**src/rtl/uart_ctrl_if.sv**
```systemverilog
// -----------------------------------------------------------------------------
// uart_ctrl_if
// Bridge-side bundle of the UART controller: the active-low write/read
// strobes, the read target select, the transmit byte, and the ready flags
// plus receive byte returned to the bridge.
//   master : bridge side (drives strobes and tx data)
//   slave  : uart_ctrl side (drives ready flags and rx data)
// -----------------------------------------------------------------------------
interface uart_ctrl_if;
    logic       uart_we_n_i;
    logic       uart_re_n_i;
    logic       uart_rd_data_sel_i;
    logic [7:0] uart_tx_data_i;
    logic       uart_tx_ready_o;
    logic       uart_rx_ready_o;
    logic [7:0] uart_rx_data_o;

    modport master (
        output uart_we_n_i,
        output uart_re_n_i,
        output uart_rd_data_sel_i,
        output uart_tx_data_i,
        input  uart_tx_ready_o,
        input  uart_rx_ready_o,
        input  uart_rx_data_o
    );

    modport slave (
        input  uart_we_n_i,
        input  uart_re_n_i,
        input  uart_rd_data_sel_i,
        input  uart_tx_data_i,
        output uart_tx_ready_o,
        output uart_rx_ready_o,
        output uart_rx_data_o
    );
endinterface

```
**src/rtl/uart_ctrl.sv**
```systemverilog
// -----------------------------------------------------------------------------
// uart_ctrl
// Serial end of the UART path. Turns bridge write strobes into 8N1 frames on
// txd and deserialises rxd into a receive buffer whose state is reported to
// the bridge through the ready flags.
//
// Ports:
//   clk    : core clock, rising edge
//   rst_n  : asynchronous active-low reset
//   bus    : uart_ctrl_if.slave (we_n/re_n strobes, read select, tx byte,
//            tx/rx ready flags, rx byte)
//   txd    : serial output, idles high
//   rxd    : serial input, asynchronous to clk
//
// Parameters: CLK_FREQ (Hz), BAUD (bit/s), RX_FIFO_DEPTH (power of two).
// Bit time DIV = CLK_FREQ/BAUD clock cycles, must be at least 4.
//
// Build option: define UART_RX_FIFO_EN to replace the single-byte receive
// buffer with an RX_FIFO_DEPTH-entry FIFO.
// -----------------------------------------------------------------------------
module uart_ctrl #(
    parameter int CLK_FREQ      = 50000000,
    parameter int BAUD          = 9600,
    parameter int RX_FIFO_DEPTH = 16
) (
    input  logic       clk,
    input  logic       rst_n,
    uart_ctrl_if.slave bus,
    output logic       txd,
    input  logic       rxd
);

    localparam int DIV   = CLK_FREQ / BAUD;
    localparam int CNT_W = (DIV < 4) ? 2 : $clog2(DIV);

    localparam logic [CNT_W-1:0] BIT_LAST  = CNT_W'(DIV - 1);
    localparam logic [CNT_W-1:0] HALF_LAST = CNT_W'(DIV / 2 - 1);

    // A zero or negative FIFO depth is never meaningful, even when unused.
    generate
        if (DIV < 4 || RX_FIFO_DEPTH < 1) begin : g_bad_cfg
            $error("uart_ctrl: CLK_FREQ/BAUD must be >= 4 and RX_FIFO_DEPTH >= 1");
        end
    endgenerate

    // -------------------------------------------------------------------------
    // Transmitter
    // -------------------------------------------------------------------------
    typedef enum logic [1:0] {TX_IDLE, TX_START, TX_DATA, TX_STOP} tx_state_e;

    tx_state_e        tx_state_q;
    logic [CNT_W-1:0] tx_cnt_q;
    logic [2:0]       tx_bit_q;
    logic [7:0]       tx_shift_q;
    logic             txd_q;
    logic             tx_ready_q;
    logic             tx_tick;

    assign tx_tick = (tx_cnt_q == BIT_LAST);

    always_ff @(posedge clk or negedge rst_n) begin
        if (!rst_n) begin
            tx_state_q <= TX_IDLE;
            tx_cnt_q   <= '0;
            tx_bit_q   <= '0;
            tx_shift_q <= '0;
            txd_q      <= 1'b1;
            tx_ready_q <= 1'b1;
        end else begin
            case (tx_state_q)
                TX_IDLE: begin
                    if (!bus.uart_we_n_i && tx_ready_q) begin
                        tx_shift_q <= bus.uart_tx_data_i;
                        tx_cnt_q   <= '0;
                        txd_q      <= 1'b0;
                        tx_ready_q <= 1'b0;
                        tx_state_q <= TX_START;
                    end
                end
                TX_START: begin
                    tx_cnt_q <= tx_tick ? '0 : tx_cnt_q + CNT_W'(1);
                    if (tx_tick) begin
                        txd_q      <= tx_shift_q[0];
                        tx_shift_q <= {1'b0, tx_shift_q[7:1]};
                        tx_bit_q   <= '0;
                        tx_state_q <= TX_DATA;
                    end
                end
                TX_DATA: begin
                    tx_cnt_q <= tx_tick ? '0 : tx_cnt_q + CNT_W'(1);
                    if (tx_tick) begin
                        if (tx_bit_q == 3'd7) begin
                            txd_q      <= 1'b1;
                            tx_state_q <= TX_STOP;
                        end else begin
                            txd_q      <= tx_shift_q[0];
                            tx_shift_q <= {1'b0, tx_shift_q[7:1]};
                            tx_bit_q   <= tx_bit_q + 3'd1;
                        end
                    end
                end
                TX_STOP: begin
                    tx_cnt_q <= tx_tick ? '0 : tx_cnt_q + CNT_W'(1);
                    // Ready rises right after the stop bit's last cycle, so a
                    // write on that cycle starts the next frame back to back.
                    if (tx_tick) begin
                        tx_ready_q <= 1'b1;
                        tx_state_q <= TX_IDLE;
                    end
                end
                default: tx_state_q <= TX_IDLE;
            endcase
        end
    end

    assign txd                 = txd_q;
    assign bus.uart_tx_ready_o = tx_ready_q;

    // -------------------------------------------------------------------------
    // Receiver front end: two-flop synchronizer plus one delayed copy for
    // falling-edge detection. All idle-high so reset never fakes a start bit.
    // -------------------------------------------------------------------------
    logic rxd_s1_q, rxd_s2_q, rxd_prev_q;

    always_ff @(posedge clk or negedge rst_n) begin
        if (!rst_n) begin
            rxd_s1_q   <= 1'b1;
            rxd_s2_q   <= 1'b1;
            rxd_prev_q <= 1'b1;
        end else begin
            rxd_s1_q   <= rxd;
            rxd_s2_q   <= rxd_s1_q;
            rxd_prev_q <= rxd_s2_q;
        end
    end

    // -------------------------------------------------------------------------
    // Receiver FSM
    // -------------------------------------------------------------------------
    typedef enum logic [2:0] {RX_IDLE, RX_START, RX_DATA, RX_STOP, RX_WAIT} rx_state_e;

    rx_state_e        rx_state_q;
    logic [CNT_W-1:0] rx_cnt_q;
    logic [2:0]       rx_bit_q;
    logic [7:0]       rx_shift_q;
    logic             rx_push_q;
    logic [7:0]       rx_byte_q;
    logic             rx_tick;
    logic             rx_half_tick;

    assign rx_tick      = (rx_cnt_q == BIT_LAST);
    assign rx_half_tick = (rx_cnt_q == HALF_LAST);

    always_ff @(posedge clk or negedge rst_n) begin
        if (!rst_n) begin
            rx_state_q <= RX_IDLE;
            rx_cnt_q   <= '0;
            rx_bit_q   <= '0;
            rx_shift_q <= '0;
            rx_push_q  <= 1'b0;
            rx_byte_q  <= '0;
        end else begin
            rx_push_q <= 1'b0;
            case (rx_state_q)
                RX_IDLE: begin
                    if (rxd_prev_q && !rxd_s2_q) begin
                        rx_cnt_q   <= '0;
                        rx_state_q <= RX_START;
                    end
                end
                RX_START: begin
                    // Half a bit in: line must still be low, else it was a glitch.
                    rx_cnt_q <= rx_half_tick ? '0 : rx_cnt_q + CNT_W'(1);
                    if (rx_half_tick) begin
                        rx_bit_q   <= '0;
                        rx_state_q <= rxd_s2_q ? RX_IDLE : RX_DATA;
                    end
                end
                RX_DATA: begin
                    rx_cnt_q <= rx_tick ? '0 : rx_cnt_q + CNT_W'(1);
                    if (rx_tick) begin
                        rx_shift_q <= {rxd_s2_q, rx_shift_q[7:1]};
                        rx_bit_q   <= rx_bit_q + 3'd1;
                        if (rx_bit_q == 3'd7) begin
                            rx_state_q <= RX_STOP;
                        end
                    end
                end
                RX_STOP: begin
                    rx_cnt_q <= rx_tick ? '0 : rx_cnt_q + CNT_W'(1);
                    if (rx_tick) begin
                        if (rxd_s2_q) begin
                            rx_push_q  <= 1'b1;
                            rx_byte_q  <= rx_shift_q;
                            rx_state_q <= RX_IDLE;
                        end else begin
                            rx_state_q <= RX_WAIT;
                        end
                    end
                end
                RX_WAIT: begin
                    // Framing error: stay out of IDLE until the line is released,
                    // otherwise a held-low line would look like a new start bit.
                    if (rxd_s2_q) begin
                        rx_state_q <= RX_IDLE;
                    end
                end
                default: rx_state_q <= RX_IDLE;
            endcase
        end
    end

    // -------------------------------------------------------------------------
    // Read strobe: pop only on the falling edge of re_n for a data read.
    // -------------------------------------------------------------------------
    logic re_n_prev_q;
    logic rx_ready_q;
    logic rx_pop;

    always_ff @(posedge clk or negedge rst_n) begin
        if (!rst_n) begin
            re_n_prev_q <= 1'b1;
        end else begin
            re_n_prev_q <= bus.uart_re_n_i;
        end
    end

    assign rx_pop = !bus.uart_re_n_i && re_n_prev_q && bus.uart_rd_data_sel_i && rx_ready_q;

    // -------------------------------------------------------------------------
    // Receive buffer
    // -------------------------------------------------------------------------
`ifdef UART_RX_FIFO_EN
    localparam int AW = (RX_FIFO_DEPTH < 2) ? 1 : $clog2(RX_FIFO_DEPTH);

    generate
        if (RX_FIFO_DEPTH < 2 || (RX_FIFO_DEPTH & (RX_FIFO_DEPTH - 1)) != 0) begin : g_bad_depth
            $error("uart_ctrl: RX_FIFO_DEPTH must be a power of two >= 2");
        end
    endgenerate

    // Pointers carry one extra wrap bit to tell full from empty.
    logic [7:0]  fifo_mem_q [RX_FIFO_DEPTH];
    logic [AW:0] wr_ptr_q, wr_ptr_d;
    logic [AW:0] rd_ptr_q, rd_ptr_d;
    logic        rx_ready_d;
    logic        fifo_full;
    logic        fifo_wr;

    assign fifo_full = (wr_ptr_q[AW] != rd_ptr_q[AW]) &&
                       (wr_ptr_q[AW-1:0] == rd_ptr_q[AW-1:0]);
    // When full, a pop frees the head slot in the same edge, which is exactly
    // the slot the write pointer addresses, so push+pop when full is safe.
    assign fifo_wr   = rx_push_q && (!fifo_full || rx_pop);

    always_comb begin
        wr_ptr_d   = wr_ptr_q;
        rd_ptr_d   = rd_ptr_q;
        if (fifo_wr) begin
            wr_ptr_d = wr_ptr_q + 1'b1;
        end
        if (rx_pop) begin
            rd_ptr_d = rd_ptr_q + 1'b1;
        end
        rx_ready_d = (wr_ptr_d != rd_ptr_d);
    end

    always_ff @(posedge clk or negedge rst_n) begin
        if (!rst_n) begin
            wr_ptr_q   <= '0;
            rd_ptr_q   <= '0;
            rx_ready_q <= 1'b0;
        end else begin
            wr_ptr_q   <= wr_ptr_d;
            rd_ptr_q   <= rd_ptr_d;
            rx_ready_q <= rx_ready_d;
        end
    end

    always_ff @(posedge clk) begin
        if (fifo_wr) begin
            fifo_mem_q[wr_ptr_q[AW-1:0]] <= rx_byte_q;
        end
    end

    assign bus.uart_rx_data_o = rx_ready_q ? fifo_mem_q[rd_ptr_q[AW-1:0]] : 8'h00;
`else
    logic [7:0] rx_data_q, rx_data_d;
    logic       rx_ready_d;

    // A push into a full buffer is dropped unless the same edge pops it.
    always_comb begin
        rx_ready_d = rx_ready_q;
        rx_data_d  = rx_data_q;
        if (rx_pop) begin
            rx_ready_d = 1'b0;
        end
        if (rx_push_q && (!rx_ready_q || rx_pop)) begin
            rx_ready_d = 1'b1;
            rx_data_d  = rx_byte_q;
        end
    end

    always_ff @(posedge clk or negedge rst_n) begin
        if (!rst_n) begin
            rx_ready_q <= 1'b0;
        end else begin
            rx_ready_q <= rx_ready_d;
        end
    end

    always_ff @(posedge clk) begin
        rx_data_q <= rx_data_d;
    end

    assign bus.uart_rx_data_o = rx_ready_q ? rx_data_q : 8'h00;
`endif

    assign bus.uart_rx_ready_o = rx_ready_q;

endmodule

```
**src/flat_wrapper.sv**
```systemverilog
// flat-port wrapper written by rule: the top's interface ports become plain ports
module uart_ctrl_flat 
#(
    parameter int CLK_FREQ      = 50000000,
    parameter int BAUD          = 9600,
    parameter int RX_FIFO_DEPTH = 16
)
  (clk, rst_n, txd, rxd, bus_uart_we_n_i, bus_uart_re_n_i, bus_uart_rd_data_sel_i, bus_uart_tx_data_i, bus_uart_tx_ready_o, bus_uart_rx_ready_o, bus_uart_rx_data_o);
  uart_ctrl_if bus_i ();
  input  logic clk;
  input  logic rst_n;
  output logic txd;
  input  logic rxd;
  input wire logic [$bits(bus_i.uart_we_n_i)-1:0] bus_uart_we_n_i;
  input wire logic [$bits(bus_i.uart_re_n_i)-1:0] bus_uart_re_n_i;
  input wire logic [$bits(bus_i.uart_rd_data_sel_i)-1:0] bus_uart_rd_data_sel_i;
  input wire logic [$bits(bus_i.uart_tx_data_i)-1:0] bus_uart_tx_data_i;
  output wire logic [$bits(bus_i.uart_tx_ready_o)-1:0] bus_uart_tx_ready_o;
  output wire logic [$bits(bus_i.uart_rx_ready_o)-1:0] bus_uart_rx_ready_o;
  output wire logic [$bits(bus_i.uart_rx_data_o)-1:0] bus_uart_rx_data_o;
  assign bus_i.uart_we_n_i = bus_uart_we_n_i;
  assign bus_i.uart_re_n_i = bus_uart_re_n_i;
  assign bus_i.uart_rd_data_sel_i = bus_uart_rd_data_sel_i;
  assign bus_i.uart_tx_data_i = bus_uart_tx_data_i;
  assign bus_uart_tx_ready_o = bus_i.uart_tx_ready_o;
  assign bus_uart_rx_ready_o = bus_i.uart_rx_ready_o;
  assign bus_uart_rx_data_o = bus_i.uart_rx_data_o;
  uart_ctrl #(.CLK_FREQ(CLK_FREQ), .BAUD(BAUD), .RX_FIFO_DEPTH(RX_FIFO_DEPTH)) u_core (.clk(clk), .rst_n(rst_n), .bus(bus_i), .txd(txd), .rxd(rxd));
endmodule
```
**config.mk**
```make
export PLATFORM = sky130hd
export DESIGN_NAME = uart_ctrl_flat
export DESIGN_NICKNAME = d
export VERILOG_FILES = /design/src/rtl/uart_ctrl_if.sv /design/src/rtl/uart_ctrl.sv /design/src/flat_wrapper.sv
export SDC_FILE = /design/constraint.sdc
export NUM_CORES = 1
export LEC_CHECK = 0
export ABC_AREA = 1
export CAP_MARGIN = 20
export CORE_UTILIZATION = 60
export CTS_BUF_LIST = sky130_fd_sc_hd__clkbuf_8
export DETAILED_ROUTE_END_ITERATION = 8
export DONT_BUFFER_PORTS = 1
export GPL_TIMING_DRIVEN = 0
export PLACE_DENSITY_LB_ADDON = 0.25
export SLEW_MARGIN = 5
export SYNTH_ARGS = -nofsm -noshare
export SYNTH_HDL_FRONTEND = slang
export SYNTH_SLANG_ARGS = --single-unit
```
**constraint.sdc**
```tcl
create_clock -name clk -period 4.16 [get_ports clk]
set_clock_uncertainty 0.1 [all_clocks]
set_input_delay 0.416 -clock clk [delete_from_list [all_inputs] [get_ports clk]]
set_output_delay 0.416 -clock clk [all_outputs]
set_load 0.03 [all_outputs]
```
==> results.cfg <==
[outcome]
outcome = completed

[cells_and_area]
final_nets = 518
drive_gt1_share_pct = 11.2
n_antenna_cell = 0
fillers = 519
area_delta_synth_final_pct = 10.2
final_cells = 575
fin_area_sq_mm = 0.00430

[power_and_ir_drop]
p_leak_nw = 2.14
ir_drop_v = 0.000309
power_mw = 1.73
powerDensity_mw_per_mm2 = 402

[clocking]
postCtsSetupBuffers = 0
clock_sinks = 77
cts_made_buffers = 9
worstSkewPairLatency_ns = 0.35
cts_tree = built
cts_root_buf = clkbuf_8
cts.clk_slew.worst_paths_ns = 0.08
clockBufferDepth = 2
htree_levels = 3

[min_path]
holdPathStages = 4
hold_class = in -> reg

[timing]
tightest_slew_ns = 0.716
setup_ws_ns = 2.07
clock.fmax_mhz = 478
fin_crit_ns = 2.09
finalCritPeriodShare_pct = 50.3
rsz0062_at_grt = no
setup_tns_ns = 0
final_max_slew_viol_count = 0
finalHoldViolCount = 0
maxSlewHeadroom_pct = 52.2
finalSetupViolations = 0

[synth]
yosysUniqueCellTypes = 33
synth_ff_type = dfrtp_1
synth_compound_area_share_pct = 6.77
synthesis.nets = 503
synth_top_family_by_area = simple AND/OR/NAND/NOR gates
avgSynthCellArea_sq_um = 8.16
synth.mux.area_fraction_pct = 0
syn_inst = 478
synth_seq_cells = 77
yosys.area_share.adder_pct = 3.53
synth_seq_area_share_pct = 50.6
synth_xor_area_share_pct = 2.47
synth_edf_count = 8
synthSimpleGateAreaFrac_pct = 30.0
ys_warn_count = 0
synthArstFlopShare_pct = 89.6
synth.cell_area_sq_mm = 0.00390

[critical_path]
r2r_cells = 8
end_kind = primary output
critPathKind = reg -> out
critPathRequiredTime_ns = 3.64
crit_path_start_kind = flip-flop
critical_path.max_fanout = 10
arrival_ns = 1.58

[global_route]
overflow = 0
track_usage_pct = 22.6
grt_max_degree = 70
grt_pass1_wl_um = 11500
grt_pass1_vias = 2752
antenna_found_initial = 0

[drt]
ant_nets = 0
dr.pass1.iters = 4
vias = 2991
wl_per_cell_um = 12.1
dr.first_iter.drc_count = 153
drc = 0
viasPerCell = 5.20
wl_um = 6980

[job]
drv_cap = 0

[floorplan]
ios = 25
dieHeight_um = 82.6
die-area_sq_mm = 0.00682
start_util_pct = 61.8
core_area_sq_mm = 0.00631
num_rows = 29
die_x_um = 82.6

[placement]
dp_hpwl_um = 4930
portBuffers = 0
post-place-cells = 555
pre_cts_slack_ns = 2.15
gp_congestion = 0.898
dpl_cell_area_sq_mm = 0.00400
[final timing paths]
kind                                       startpoint                     to  slack [ns]
max                        u_core.bus.uart_rx_ready_o  bus_uart_rx_data_o[2]        2.07
min                             bus_uart_tx_data_i[7]   u_core.tx_shift_q[7]        0.19
max reg2reg                      u_core.tx_state_q[0]     u_core.tx_bit_q[0]        2.14
min reg2reg                           u_core.rxd_s1_q        u_core.rxd_s2_q        0.26
max in group asynchronous                       rst_n        u_core.rxd_s1_q        3.11
min in group asynchronous                       rst_n     u_core.tx_cnt_q[7]        0.50
[logic make-up (layout without fill, tap and decap cells)]
logic type | count (synthesis) | count (layout)
flip-flops | 77 | 77
XOR/XNOR | 11 | 11
AND/OR/NAND/NOR | 271 | 271
AO/OA/AOI/OAI | 44 | 44
adder cells (fa/ha/maj) | 11 | 11
buffers and inverters | 64 | 84
[critical path: stages (launching register included)]
cell and delay (ns):
dfrtp_1 0.55, clkbuf_1 0.35, nand2_1 0.10, inv_1 0.23
[synthesized netlist by cell type (3+ instances only)]
cell type | n | area share, %
nand2_2 | 6 | 0.96
nand3_1 | 24 | 3.1
o21ai_1 | 11 | 1.4
nand2_1 | 166 | 16
dfstp_2 | 6 | 4.0
dfrtp_1 | 63 | 40
nand3_2 | 3 | 0.77
nor2_1 | 43 | 4.1
o21ai_0 | 15 | 1.9
edfxtp_1 | 8 | 6.2
ha_1 | 11 | 3.5
o21ai_2 | 8 | 1.8
xor2_1 | 11 | 2.5
inv_2 | 6 | 0.58
inv_1 | 51 | 4.9
a21oi_1 | 5 | 0.64
nor3_1 | 10 | 1.3
nand4_1 | 10 | 1.6
[per-stage QoR]
| stage | hold WS, ns | util, % |
|---|---|---|
| 2_1_floorplan | 0.0204 | - |
| 3_3_place_gp | 0.0226 | 63.3 |
| 3_5_place_dp | 0.0220 | 63.3 |
| 4_1_cts | 0.164 | 68.1 |
| 5_1_grt | 0.180 | 68.1 |
| 6_report | 0.189 | 68.1 |
[cells in the final DEF (no fill, tap or decap), types with 3 or more instances in the layout]
| cell | instances |
|---|---|
| nand3_1 | 24 |
| nand2_1 | 166 |
| bufinv_16 | 3 |
| dfrtp_1 | 63 |
| nor2_1 | 43 |
| o21ai_0 | 15 |
| nand4_1 | 10 |
| nand2_2 | 6 |
| clkbuf_8 | 9 |
| a21oi_1 | 5 |
| o21ai_1 | 11 |
| xor2_1 | 11 |
| dfstp_2 | 6 |
| ha_1 | 11 |
| nor3_1 | 10 |
| nand3_2 | 3 |
| o21ai_2 | 8 |
| inv_2 | 6 |
| edfxtp_1 | 8 |
| dlygate4sd3_1 | 3 |
| inv_1 | 51 |
[state kept, by name, indices dropped and copies added, names as in the netlist, 2 cells and up]
| name | cells |
|---|---|
| u_core.rx_data_q | 8 |
| u_core.tx_shift_q | 8 |
| u_core.rx_state_q | 3 |
| u_core.tx_cnt_q | 13 |
| u_core.rx_cnt_q | 13 |
| u_core.rx_bit_q | 3 |
| u_core.rx_byte_q | 8 |
| u_core.tx_bit_q | 3 |
| u_core.tx_state_q | 2 |
| u_core.rx_shift_q | 8 |
[routing by layer]
metal	GRT usage (%)	part of all wire, %	vias to the layer above	wire [um]
met5	0	0	-	0
met4	7.24	1.3	0	88
met3	6.59	3.5	7	246
met2	37.8	47	47	3300
met1	28.2	48	1390	3340
li1	-	-	1547	-
[report_power, final]
group	internal [mW]	switching, mW
Combinational	0.0705	0.167
Sequential	0.783	0.0236
Clock	0.402	0.283
Total	1.25	0.474
[area by class of cell]
class / instances / area, sq um / share of cell area [%]
buffer: 6 / 40.0 / 0.932
clock buffer: 9 / 124 / 2.88
clock inverter: 7 / 120 / 2.80
inverter: 58 / 218 / 5.07
timing repair buffer: 4 / 57.6 / 1.34
multi-input combinational: 337 / 1670 / 38.8
sequential: 77 / 1970 / 46.0
tap: 77 / 96.3 / 2.24
[what timing repair did]
| action | in CTS | in global routing |
|---|---|---|
| gates resized for setup | 0 | 0 |
| hold endpoints to repair | 71 | 0 |
| setup endpoints to repair | 0 | 0 |
| hold buffers | 4 | 0 |
No activity file was read; power rests on OpenSTA's default activity.
